### src/rtl/ula_operand_fifo.sv
// Operand select/modify stage feeding a DEPTH-entry FIFO of (A,B) pairs toward the ULA.
// Valid/ready on both sides; the head pair is gated to zero while the FIFO is empty.
module ula_operand_fifo #(
    parameter int TAM   = 16,
    parameter int NIN   = 4,
    parameter int DEPTH = 4
) (
    input  logic                 clk,
    input  logic                 rst_n,
    input  logic                 flush,
    input  logic                 err_clr,
    input  logic                 in_valid,
    output logic                 in_ready,
    input  logic [NIN*TAM-1:0]   MUX_in,
    input  logic [$clog2(NIN)-1:0] SEL_A,
    input  logic [$clog2(NIN)-1:0] SEL_B,
    input  logic                 cmp2,
    input  logic                 incdec,
    output logic                 out_valid,
    input  logic                 out_ready,
    output logic [TAM-1:0]       A_ULA,
    output logic [TAM-1:0]       B_ULA,
    output logic [$clog2(DEPTH):0] level,
    output logic                 sel_err
);

    localparam int SELW = $clog2(NIN);
    localparam int CW   = $clog2(DEPTH) + 1;
    localparam int PW   = $clog2(DEPTH);

    logic [TAM-1:0]   sel_a, sel_b, a_mod, b_mod;
    logic             bad_a, bad_b;
    logic [PW-1:0]    wr_ptr, rd_ptr;
    logic [2*TAM-1:0] mem [DEPTH];
    logic [2*TAM-1:0] head;
    logic             full, empty, push, pop;

    // Out-of-range selects read as zero rather than aliasing onto a real channel.
    always_comb begin
        sel_a = '0;
        sel_b = '0;
        for (int k = 0; k < NIN; k++) begin
            if (int'(SEL_A) == k) sel_a = MUX_in[k*TAM +: TAM];
            if (int'(SEL_B) == k) sel_b = MUX_in[k*TAM +: TAM];
        end
    end

    assign bad_a = int'(SEL_A) >= NIN;
    assign bad_b = int'(SEL_B) >= NIN;

    assign a_mod = sel_a | {TAM{cmp2}};
    assign b_mod = {sel_b[TAM-1:1] & ~{(TAM-1){incdec}}, sel_b[0] | incdec};

    assign full      = (level == CW'(DEPTH));
    assign empty     = (level == '0);
    assign in_ready  = !full;
    assign out_valid = !empty;
    assign push      = in_valid & in_ready;
    assign pop       = out_valid & out_ready;

    always_ff @(posedge clk or negedge rst_n) begin
        if (!rst_n) begin
            wr_ptr <= '0;
            rd_ptr <= '0;
            level  <= '0;
        end else if (flush) begin
            wr_ptr <= '0;
            rd_ptr <= '0;
            level  <= '0;
        end else begin
            if (push) wr_ptr <= wr_ptr + PW'(1);
            if (pop)  rd_ptr <= rd_ptr + PW'(1);
            case ({push, pop})
                2'b10:   level <= level + CW'(1);
                2'b01:   level <= level - CW'(1);
                default: level <= level;
            endcase
        end
    end

    // Storage is intentionally not reset; level gating hides stale entries.
    always_ff @(posedge clk) begin
        if (push && !flush) mem[wr_ptr] <= {a_mod, b_mod};
    end

    always_ff @(posedge clk or negedge rst_n) begin
        if (!rst_n)                       sel_err <= 1'b0;
        else if (push && (bad_a || bad_b)) sel_err <= 1'b1;
        else if (err_clr)                 sel_err <= 1'b0;
    end

    assign head  = mem[rd_ptr];
    assign A_ULA = empty ? '0 : head[2*TAM-1:TAM];
    assign B_ULA = empty ? '0 : head[TAM-1:0];

endmodule

### config.mk
export PLATFORM = sky130hd
export DESIGN_NAME = ula_operand_fifo
export DESIGN_NICKNAME = d
export VERILOG_FILES = /design/src/rtl/ula_operand_fifo.sv
export SDC_FILE = /design/constraint.sdc
export NUM_CORES = 1
export LEC_CHECK = 0
export ABC_AREA = 1
export BUFFER_PORTS_ARGS = -buffer_cell sky130_fd_sc_hd__buf_2
export CAP_MARGIN = 40
export CORE_AREA = 2 2 148 150
export DETAILED_ROUTE_END_ITERATION = 12
export DIE_AREA = 0 0 150 152
export GPL_TIMING_DRIVEN = 0
export PLACE_DENSITY_LB_ADDON = 0.15
export SYNTH_ARGS = -nofsm -noshare
export SYNTH_HDL_FRONTEND = slang
export SYNTH_SLANG_ARGS = --single-unit
export TNS_END_PERCENT = 10
### constraint.sdc
create_clock -name clk -period 4.7 [get_ports clk]
set_input_delay 0.235 -clock clk [delete_from_list [all_inputs] [get_ports clk]]
set_output_delay 0.235 -clock clk [all_outputs]
set_load 0.01 [all_outputs]
; Yosys cells after proc, flatten, opt, wreduce, memory -nomap -nowiden
; Memory sizes are Yosys's and may differ from the RTL's.
; Cells that the tools add are included.
[totals]
reg_bits = 7
latch_bits = 0
mem_bits_rw = 128
romBits = 0
in_bits = 76
output_inout_bits = 38
memories = 1
[op_classes]
add_sub_neg = 4
multipliers = 0
div_mod_pow = 0
order_cmp = 0
eq_ne = 9
n_shift = 0
mux = 18
bitwise_logic = 6
reduce_logical = 10
[mem_list]
columns = name, words, width, read_ports, rd_ports_with_merged_regs, wr, line_no
row1 = mem, 4, 32, 1, 0, 1, 34  ; logic [2*TAM-1:0] mem [DEPTH];
[ops]
columns = cell, n
row1 = 16-bit 2-to-1 mux, 10
row2 = 16-bit OR, 1
row3 = 15-bit bitwise AND, 1
row4 = 15-bit inverter, 1
row5 = "2-bit == test, second input constant", 5
row6 = 2-bit 2-to-1 mux, 4
row7 = "2-bit by 1-bit == test with 1-bit output, second input constant", 3
row8 = 3-bit one-hot mux with 2 select lines, 1
row9 = "2-bit by 1-bit adder with 2-bit output, second input constant", 2
row10 = 2-bit logical NOT, 2
row11 = 2-bit nonzero test, 2
row12 = "3-bit by 1-bit adder with 3-bit output, second input constant", 1
row13 = "3-bit == test, second input constant", 1
row14 = 1-bit logical NOT, 3
row15 = 3-bit logical NOT, 1
row16 = 3-bit 2-to-1 mux, 1
row17 = 3-bit nonzero test, 1
row18 = "3-bit by 1-bit subtractor with 3-bit output, second input constant", 1
row19 = 1-bit bitwise AND, 2
row20 = 1-bit 2-to-1 mux, 2
row21 = 1-bit logical AND, 1
row22 = 1-bit OR, 1

; Depth between registers and ports, before layout
; Gate-level depths: netlist (run 1).
[logic_depth]
ltp_word = 6
depth_mapped = 12
ltp_nobuf = 12

; Worst setup path before layout (run 1)
; No wires, ideal clock.
[synth_timing]
kind = reg2reg
start = register level[0]
end = memory mem[0][0] in the netlist's numbering, enable pin
setup_time_ps = 421
arrival_time_ps = 2202
required_time_ps = 4279
setup_slack_ps = 2077
path_stages_with_launch = 5
path_buffers = 0
period_less_slack_ps = 2623
path_cell_list = dfrtp_1 -> nor2_2 -> a21oi_2 -> nand2_1 -> nor2_1
[synth_between]
elab_chain_cells = 6
[synth_rtl]
columns = element, line_no
row1 = start: declaration, 23  ; output logic [$clog2(DEPTH):0] level,
row2 = start signal: assignment, 74  ; 2'b10: level <= level + CW'(1);
row3 = start signal: assignment, 75  ; 2'b01: level <= level - CW'(1);
row4 = start signal: assignment, 76  ; default: level <= level;
row5 = 3-bit == test, 54  ; assign full = (level == CW'(DEPTH));
row6 = 1-bit logical NOT, 56  ; assign in_ready = !full;
row7 = 1-bit bitwise AND, 58  ; assign push = in_valid & in_ready;
row8 = 1-bit logical AND, 83  ; if (push && !flush) mem[wr_ptr] <= {a_mod, b_mod};
row9 = 1-bit 2-to-1 mux, 83
row10 = 1-bit 2-to-1 mux (not written as such), 83
row11 = end: declaration, 34
; No other way between the ends.

; Final worst setup path (run 1)
[layout_timing]
start = register rd_ptr[0]
end = output B_ULA[5]
[layout_between]
elab_chain_cells = 2
[layout_rtl]
columns = element, line_no
row1 = start: declaration, 33  ; logic [PW-1:0] wr_ptr, rd_ptr;
row2 = start signal: assignment, 72  ; if (pop) rd_ptr <= rd_ptr + PW'(1);
row3 = memory read 4 x 32 bit, n/a
row4 = 16-bit 2-to-1 mux, 94  ; assign B_ULA = empty ? '0 : head[TAM-1:0];
row5 = end: declaration, 22  ; output logic [TAM-1:0] B_ULA,
; No other way between the ends.

==> results of run 1 <==
layer usage:
| metal | GRT usage [%] | up-vias | share of wire (%) |
|---|---|---|---|
| met4 | 5.75 | 0 | 2.0 |
| met5 | 0 | - | 0 |
| met1 | 24.5 | 2555 | 45 |
| met2 | 28.7 | 233 | 47 |
| li1 | - | 2554 | - |
| met3 | 3.99 | 38 | 6.1 |
cell type report:
type / instances / area (µm²)
Fill cell: 2168 / 13200
Sequential cell: 135 / 4020
Multi-Input combinational cell: 422 / 2040
Timing Repair Buffer: 113 / 646
Clock buffer: 17 / 425
Tap cell: 280 / 350
Inverter: 66 / 248
Buffer: 38 / 234
Clock inverter: 15 / 145
per-stage QoR:
stage	std cells	util [%]	worst slack [ns]	cell area, µm²
floorplan	661	-	2.08	6510
global placement	1049	34.6	0.662	7400
detailed placement	1053	35.2	2.36	7520
CTS	1086	38.0	2.29	8100
global route	1086	38.0	2.22	8100
finish	1086	38.0	2.36	8100
power groups by stage:
stage          Sequential, W  Clock (W)  Combinational (W)
3_3_place_gp         0.00147          0            0.00113
3_5_place_dp         0.00147          0            0.00117
4_1_cts              0.00145    0.00129            0.00117
6_report             0.00144    0.00127            0.00115
5_1_grt              0.00145    0.00133            0.00128
2_1_floorplan        0.00147          0           0.000661
logic make-up (layout without fill, tap and decap cells):
family / Yosys count / after routing / share of synthesized area, %
flops: 135 / 135 / 61.8
buf+inv: 104 / 249 / 7.40
fa+ha+maj: 5 / 5 / 1.08
simple gates: 242 / 242 / 15.2
compound gates: 173 / 173 / 14.3
other cells: 1 / 1 / 0.0576
xor+xnor: 1 / 1 / 0.135
repair_timing:
item,4_1_cts,5_1_grt
hold endpoints to repair,7,0
buffers inserted,0,0
hold buffers,1,0
gates resized for setup,0,0
flip-flops by register name, indices dropped and copies added (netlist names):
register and count:
mem 128, level 3, rd_ptr 2, wr_ptr 2
cell usage after synthesis (2+ instances only):
| cell type | instances | area (µm²) |
|---|---|---|
| o21ai_1 | 33 | 165 |
| ha_1 | 4 | 50.1 |
| nand4_1 | 11 | 68.8 |
| clkbuf_1 | 6 | 22.5 |
| nand2_1 | 65 | 244 |
| buf_2 | 16 | 80.1 |
| o21ai_0 | 60 | 300 |
| nor2_2 | 2 | 12.5 |
| clkbuf_2 | 3 | 15.0 |
| buf_6 | 6 | 67.6 |
| edfxtp_1 | 128 | 3840 |
| nand3_1 | 23 | 115 |
| nor2_1 | 135 | 507 |
| inv_1 | 59 | 221 |
| a21oi_1 | 50 | 250 |
| o22ai_1 | 8 | 50.1 |
| dfrtp_1 | 7 | 175 |
| nand2_2 | 5 | 31.3 |
| o211ai_1 | 20 | 150 |
| inv_2 | 6 | 22.5 |
| buf_4 | 6 | 45.0 |
worst min-delay path: cells and delay by family:
kind / cells / cell delay [ns]
and+or+nand+nor: 3 / 0.14
buffers and inverters: 1 / 0.10
cells in the final DEF (no fill, tap or decap), types with 4 or more instances in the layout:
cell type | netlist | routed
nand2_2 | 5 | 5
buf_2 | 16 | 124
edfxtp_1 | 128 | 128
nand3_1 | 23 | 23
buf_6 | 6 | 6
inv_2 | 6 | 6
a21oi_1 | 50 | 50
buf_4 | 6 | 6
clkbuf_1 | 6 | 6
ha_1 | 4 | 4
o22ai_1 | 8 | 8
inv_1 | 59 | 59
clkbuf_16 | 0 | 17
nand2_1 | 65 | 65
inv_6 | 0 | 5
dfrtp_1 | 7 | 7
o21ai_0 | 60 | 60
clkinv_4 | 0 | 6
o21ai_1 | 33 | 33
nor2_1 | 135 | 131
nor2_4 | 1 | 5
o211ai_1 | 20 | 20
nand4_1 | 11 | 11
worst paths after layout:
path | slack, ns | depth (start not counted) | endpoint | startpoint
setup / recovery | 2.36 | 6 | B_ULA[5] | rd_ptr[0]
max in group asynchronous | 4.35 | 2 | wr_ptr[1] | rst_n
hold / removal | 0.1 | 4 | level[0] | flush
min in group asynchronous | 0.18 | 2 | level[2] | rst_n
hold reg to reg | 0.63 | 2 | wr_ptr[1] | wr_ptr[1]
setup reg to reg | 2.51 | 5 | mem[1][18] | level[0]
==> key figures, run 1 <==
Detailed routing
  • Vias: 5380
  • Avg WL per Cell: 18.6 µm
  • # DRC: 0
  • Vias/cell: 4.95
  • DR iter-0 viols: 448
  • WL final: 20200 µm
  • Post-DRT Antenna Nets: 0
  • DR pass1 iterations: 5

Pwr
  • Clock share of power: 32.8%
  • Peak VDD IR: 232 µV
  • Tot Pwr: 0.00386 W
  • Gate power share: 29.8%
  • Total leakage power: 3.20 nW
  • Seq pwr share: 37.4%
  • Sw Ratio: 34.4%
  • NetSw: 0.00133 W
  • Power density cells: 477 mW/mm²
  • Pint: 0.00253 W

Worst setup path
  • Crit. End Element: primary output
  • Worst-path cell chain: inv_2, buf_4, clkbuf_1, o21ai_0, a21oi_1, buf_2
  • Startpoint types: flop
  • Crit path required time: 4.47 ns
  • Critical path buffer and inverter count: 4
  • Largest fanout on the critical path: 10
  • Crit path arrival time: 2.11 ns
  • CP peak stage delay: 0.45 ns
  • Crit path max-delay cell type: clkbuf_1
  • Crit Path Class: reg -> out
  • CP top delay family: buffers and inverters

Synthesis
  • Synth Instances: 661
  • FFs w/ async S/R, synth: 5.19%
  • Mapped Avg Cell Area: 9.84 µm²
  • Number of synthesized flops with an enable pin: 128
  • Synthesized area: 0.00651 mm²
  • Sequential area share after synthesis: 61.8%
  • Yosys warns: 0
  • Syn_nets: 742
  • Distinct cells, synth: 29
  • #FFs+latches synth: 135
  • Ys flop type: edfxtp_1

Cells and area
  • Nets: 874
  • Layout cells sized above 1: 23.9%
  • Layout area overhead: 24.5%
  • Ant. Diodes: 0

Global route
  • First-pass GRT wire length: 30700 µm
  • Vias in the first global route: 5284
  • GRT Total Usage: 18.1%
  • Antenna violations before repair: 0
  • Gr ovfl total: 0
  • Largest net degree at the start of global routing: 25

Flow run
  • Max Cap Violations: 0

Placement
  • I/O Buffers: 108
  • Placer Congestion: 0.835
  • Post-detail-place hpwl: 14300 µm

Floorplanning
  • Starting Density: 30.5%
  • Die Wd: 150 µm
  • CORE AREA: 0.0214 mm²
  • Die area: 0.0228 mm²
  • DIE HEIGHT: 152 µm
  • Row count: 54
  • Io pins: 114

Timing
  • Worst Tran Pin Value: 0.703 ns
  • Slew headroom: 53.0%
  • Final slew viol count: 0
  • Fin. Hold Viols: 0
  • Hold_ws: 0.0957 ns
  • RSZ-0062 raised after global routing: false
  • Final Cycle Share: 49.9%
  • Worst Skew: 0.00791 ns
  • Setup tns final: 0 ns
  • Final Setup Violations: 0
  • Max Clk Rate: 427 MHz
  • Tmin final: 2.34 ns

Clocking
  • Clk root buf: clkbuf_16
  • H-tree depth: 4
  • Clk buf depth: 2
  • Clock Latency Late Sink: 0.42 ns
  • Clock-pin slew on the worst setup and hold paths: 0.06 ns
  • CTS buffer count: 17
  • CTS tree: built
  • CTS sink cnt: 135

Min path
  • Hold WC Path Type: in -> reg

Outcome
  • Status: complete, no violations
Note: power is estimated with default switching activity, not from simulation.
==> run 2, diff against run 1 <==
Clock period 4.7 ns to 2 ns, I/O delays scaled along.
==> key figures, run 2 (synthesized netlist as in run 1, its figures left out) <==
Outcome
  • Status: complete, no violations

Global route
  • First-pass GRT wire length: 30100 µm
  • M3 GR Usage: 3.72%
  • GRT Total Usage: 17.7%
  • Largest net degree at the start of global routing: 24
  • Vias in the first global route: 5266
  • Met2 usage: 28.6%
  • Antenna violations before repair: 0
  • Global route hottest layer: met2
  • Gr ovfl total: 0
  • Met1 Use GR: 24.0%

Timing
  • Hold_ws: 0.0419 ns
  • Final Setup Violations: 0
  • Max Clk Rate: 514 MHz
  • Worst Skew: 0.00712 ns
  • Worst Tran Pin Value: 0.709 ns
  • Slew headroom: 52.7%
  • Fin. Hold Viols: 0
  • Final slew viol count: 0
  • Final worst slack: 0.0549 ns
  • Final Cycle Share: 97.3%
  • RSZ-0062 raised after global routing: true
  • Setup tns final: 0 ns
  • Tmin final: 1.95 ns

Placement
  • Post-detail-place hpwl: 14200 µm
  • Placer Congestion: 0.901
  • Setup WS pre-CTS: -0.256 ns
  • I/O Buffers: 108

Pwr
  • Power density cells: 1160 mW/mm²
  • Tot Pwr: 0.00959 W
  • Total leakage power: 3.28 nW
  • Peak VDD IR: 507 µV

Worst setup path
  • Worst-path cell chain: buf_4, buf_6, nor2_1, nor2_1, o21ai_0, a21oi_1, buf_2
  • Crit path required time: 1.90 ns
  • Reg2Reg Capture Point: level[2]
  • Startpoint types: flop
  • Crit Path Class: reg -> out
  • CP top delay family: buffers and inverters
  • Crit. End Element: primary output
  • Crit path to: A_ULA[15]
  • Critical path buffer and inverter count: 3
  • Worst reg2reg startpoint: level[1]
  • Cell count along the critical path: 7
  • Crit path max-delay cell type: dfrtp_1
  • Critical Path Start: rd_ptr[0]
  • Crit path arrival time: 1.85 ns
  • Largest fanout on the critical path: 10
  • Setup slack, reg-to-reg: 0.10 ns
  • CP peak stage delay: 0.41 ns
  • FF-to-FF path depth: 11
  • CP most frequent cell: nor2_1

Min path
  • Hold WC Path Type: in -> reg

Floorplanning
  • Io pins: 114
  • Die Wd: 150 µm
  • Die area: 0.0228 mm²
  • CORE AREA: 0.0214 mm²
  • Starting Density: 30.5%
  • DIE HEIGHT: 152 µm
  • Row count: 54

Detailed routing
  • Vias: 5367
  • Post-DRT Antenna Nets: 0
  • # DRC: 0
  • Vias/cell: 4.91
  • DR pass1 iterations: 5
  • DR iter-0 viols: 430
  • Avg WL per Cell: 18.2 µm
  • WL final: 19900 µm

Clocking
  • Clock Latency Late Sink: 0.41 ns
  • CTS sink cnt: 135
  • CTS buffer count: 17
  • Clk root buf: clkbuf_16
  • H-tree depth: 4
  • Clock-pin slew on the worst setup and hold paths: 0.06 ns
  • CTS tree: built
  • Clk buf depth: 2

Cells and area
  • Ant. Diodes: 0
  • Layout area overhead: 27.5%
  • Final Core Density: 38.8%
  • Layout cells sized above 1: 25.4%
  • Nets: 881
  • Most common cell after layout, fill and taps aside: nor2_1
  • Most frequent cells in the layout: nor2_1 (131), edfxtp_1 (128), buf_2 (123)
  • Top reg by flops: mem
  • Flip-flop count of the largest register after layout: 128
  • Largest regs: mem: 128 flops, level: 3 flops

Flow run
  • Max Cap Violations: 0
## run 2: changes by cell type in the layout (fill, tap and decap cells not counted), moves of 2 or more
cell / previous run / this run
a21oi_1: 50 / 48
a21oi_2: 1 / 3
buf_12: 2 / 5
buf_4: 6 / 8
bufinv_16: 1 / 5
clkbuf_1: 6 / 2
clkbuf_4: 0 / 5
clkinv_4: 6 / 2
dfrtp_1: 7 / 5
dfrtp_2: 0 / 2
dlygate4sd3_1: 1 / 3
## run 2: cell type report
type | count | area [µm²]
inverter | 66 | 248
buffer | 38 | 251
timing repair buffer | 119 | 713
fill | 2156 | 13100
tap | 280 | 350
multi-input combinational | 423 | 2060
sequential | 135 | 4020
clock buffer | 17 | 425
clock inverter | 14 | 221
## run 2: worst reg2reg max path, stage by stage (launching register included)
cell and delay (ns):
dfrtp_2 0.44, nor2_4 0.15, nand2_2 0.10, nand2_2 0.09
inv_2 0.04, nand2_2 0.10, inv_1 0.07, fa_1 0.37
xor2_1 0.21, nand2_1 0.08, nand3_1 0.08, nand2_1 0.06
## run 2: worst min-delay path by stage
stage               start        to  depth (start not counted)
finish              flush  level[0]                          5
global route        flush  level[0]                          5
CTS                 flush  level[0]                          5
detailed placement  rst_n  level[2]                          1
global placement    rst_n  level[1]                          1
floorplan           rst_n  level[0]                          0
## run 2: what timing repair did
item / 4_1_cts / 5_1_grt
buffers inserted: 2 / 2
hold buffers: 3 / 0
pin swaps: 2 / 1
resized for setup: 10 / 8
hold endpoints to repair: 10 / 0
endpoints found under the setup margin: 121 / 86
gates cloned: 1 / 0
## run 2: where the power goes
| group | switching, W | internal, W | total, W |
|---|---|---|---|
| Clock | 0.00119 | 0.00222 | 0.00341 |
| Combinational | 0.00182 | 0.000967 | 0.00279 |
| Sequential | 0.0000833 | 0.00332 | 0.00340 |
## run 2: metal layers
| layer | routed length [µm] | up-vias | part of all wire, % |
|---|---|---|---|
| met5 | 0 | - | 0 |
| met4 | 216 | 0 | 1.1 |
| met3 | 1320 | 21 | 6.6 |
| met2 | 9540 | 241 | 48 |
| met1 | 8840 | 2546 | 44 |
| li1 | - | 2559 | - |
## run 2: stage by stage
step           cells  cell area, µm²
2_1_floorplan    661            6520
3_3_place_gp    1049            7410
3_5_place_dp    1053            7510
4_1_cts         1090            8260
5_1_grt         1092            8290
6_report        1092            8290
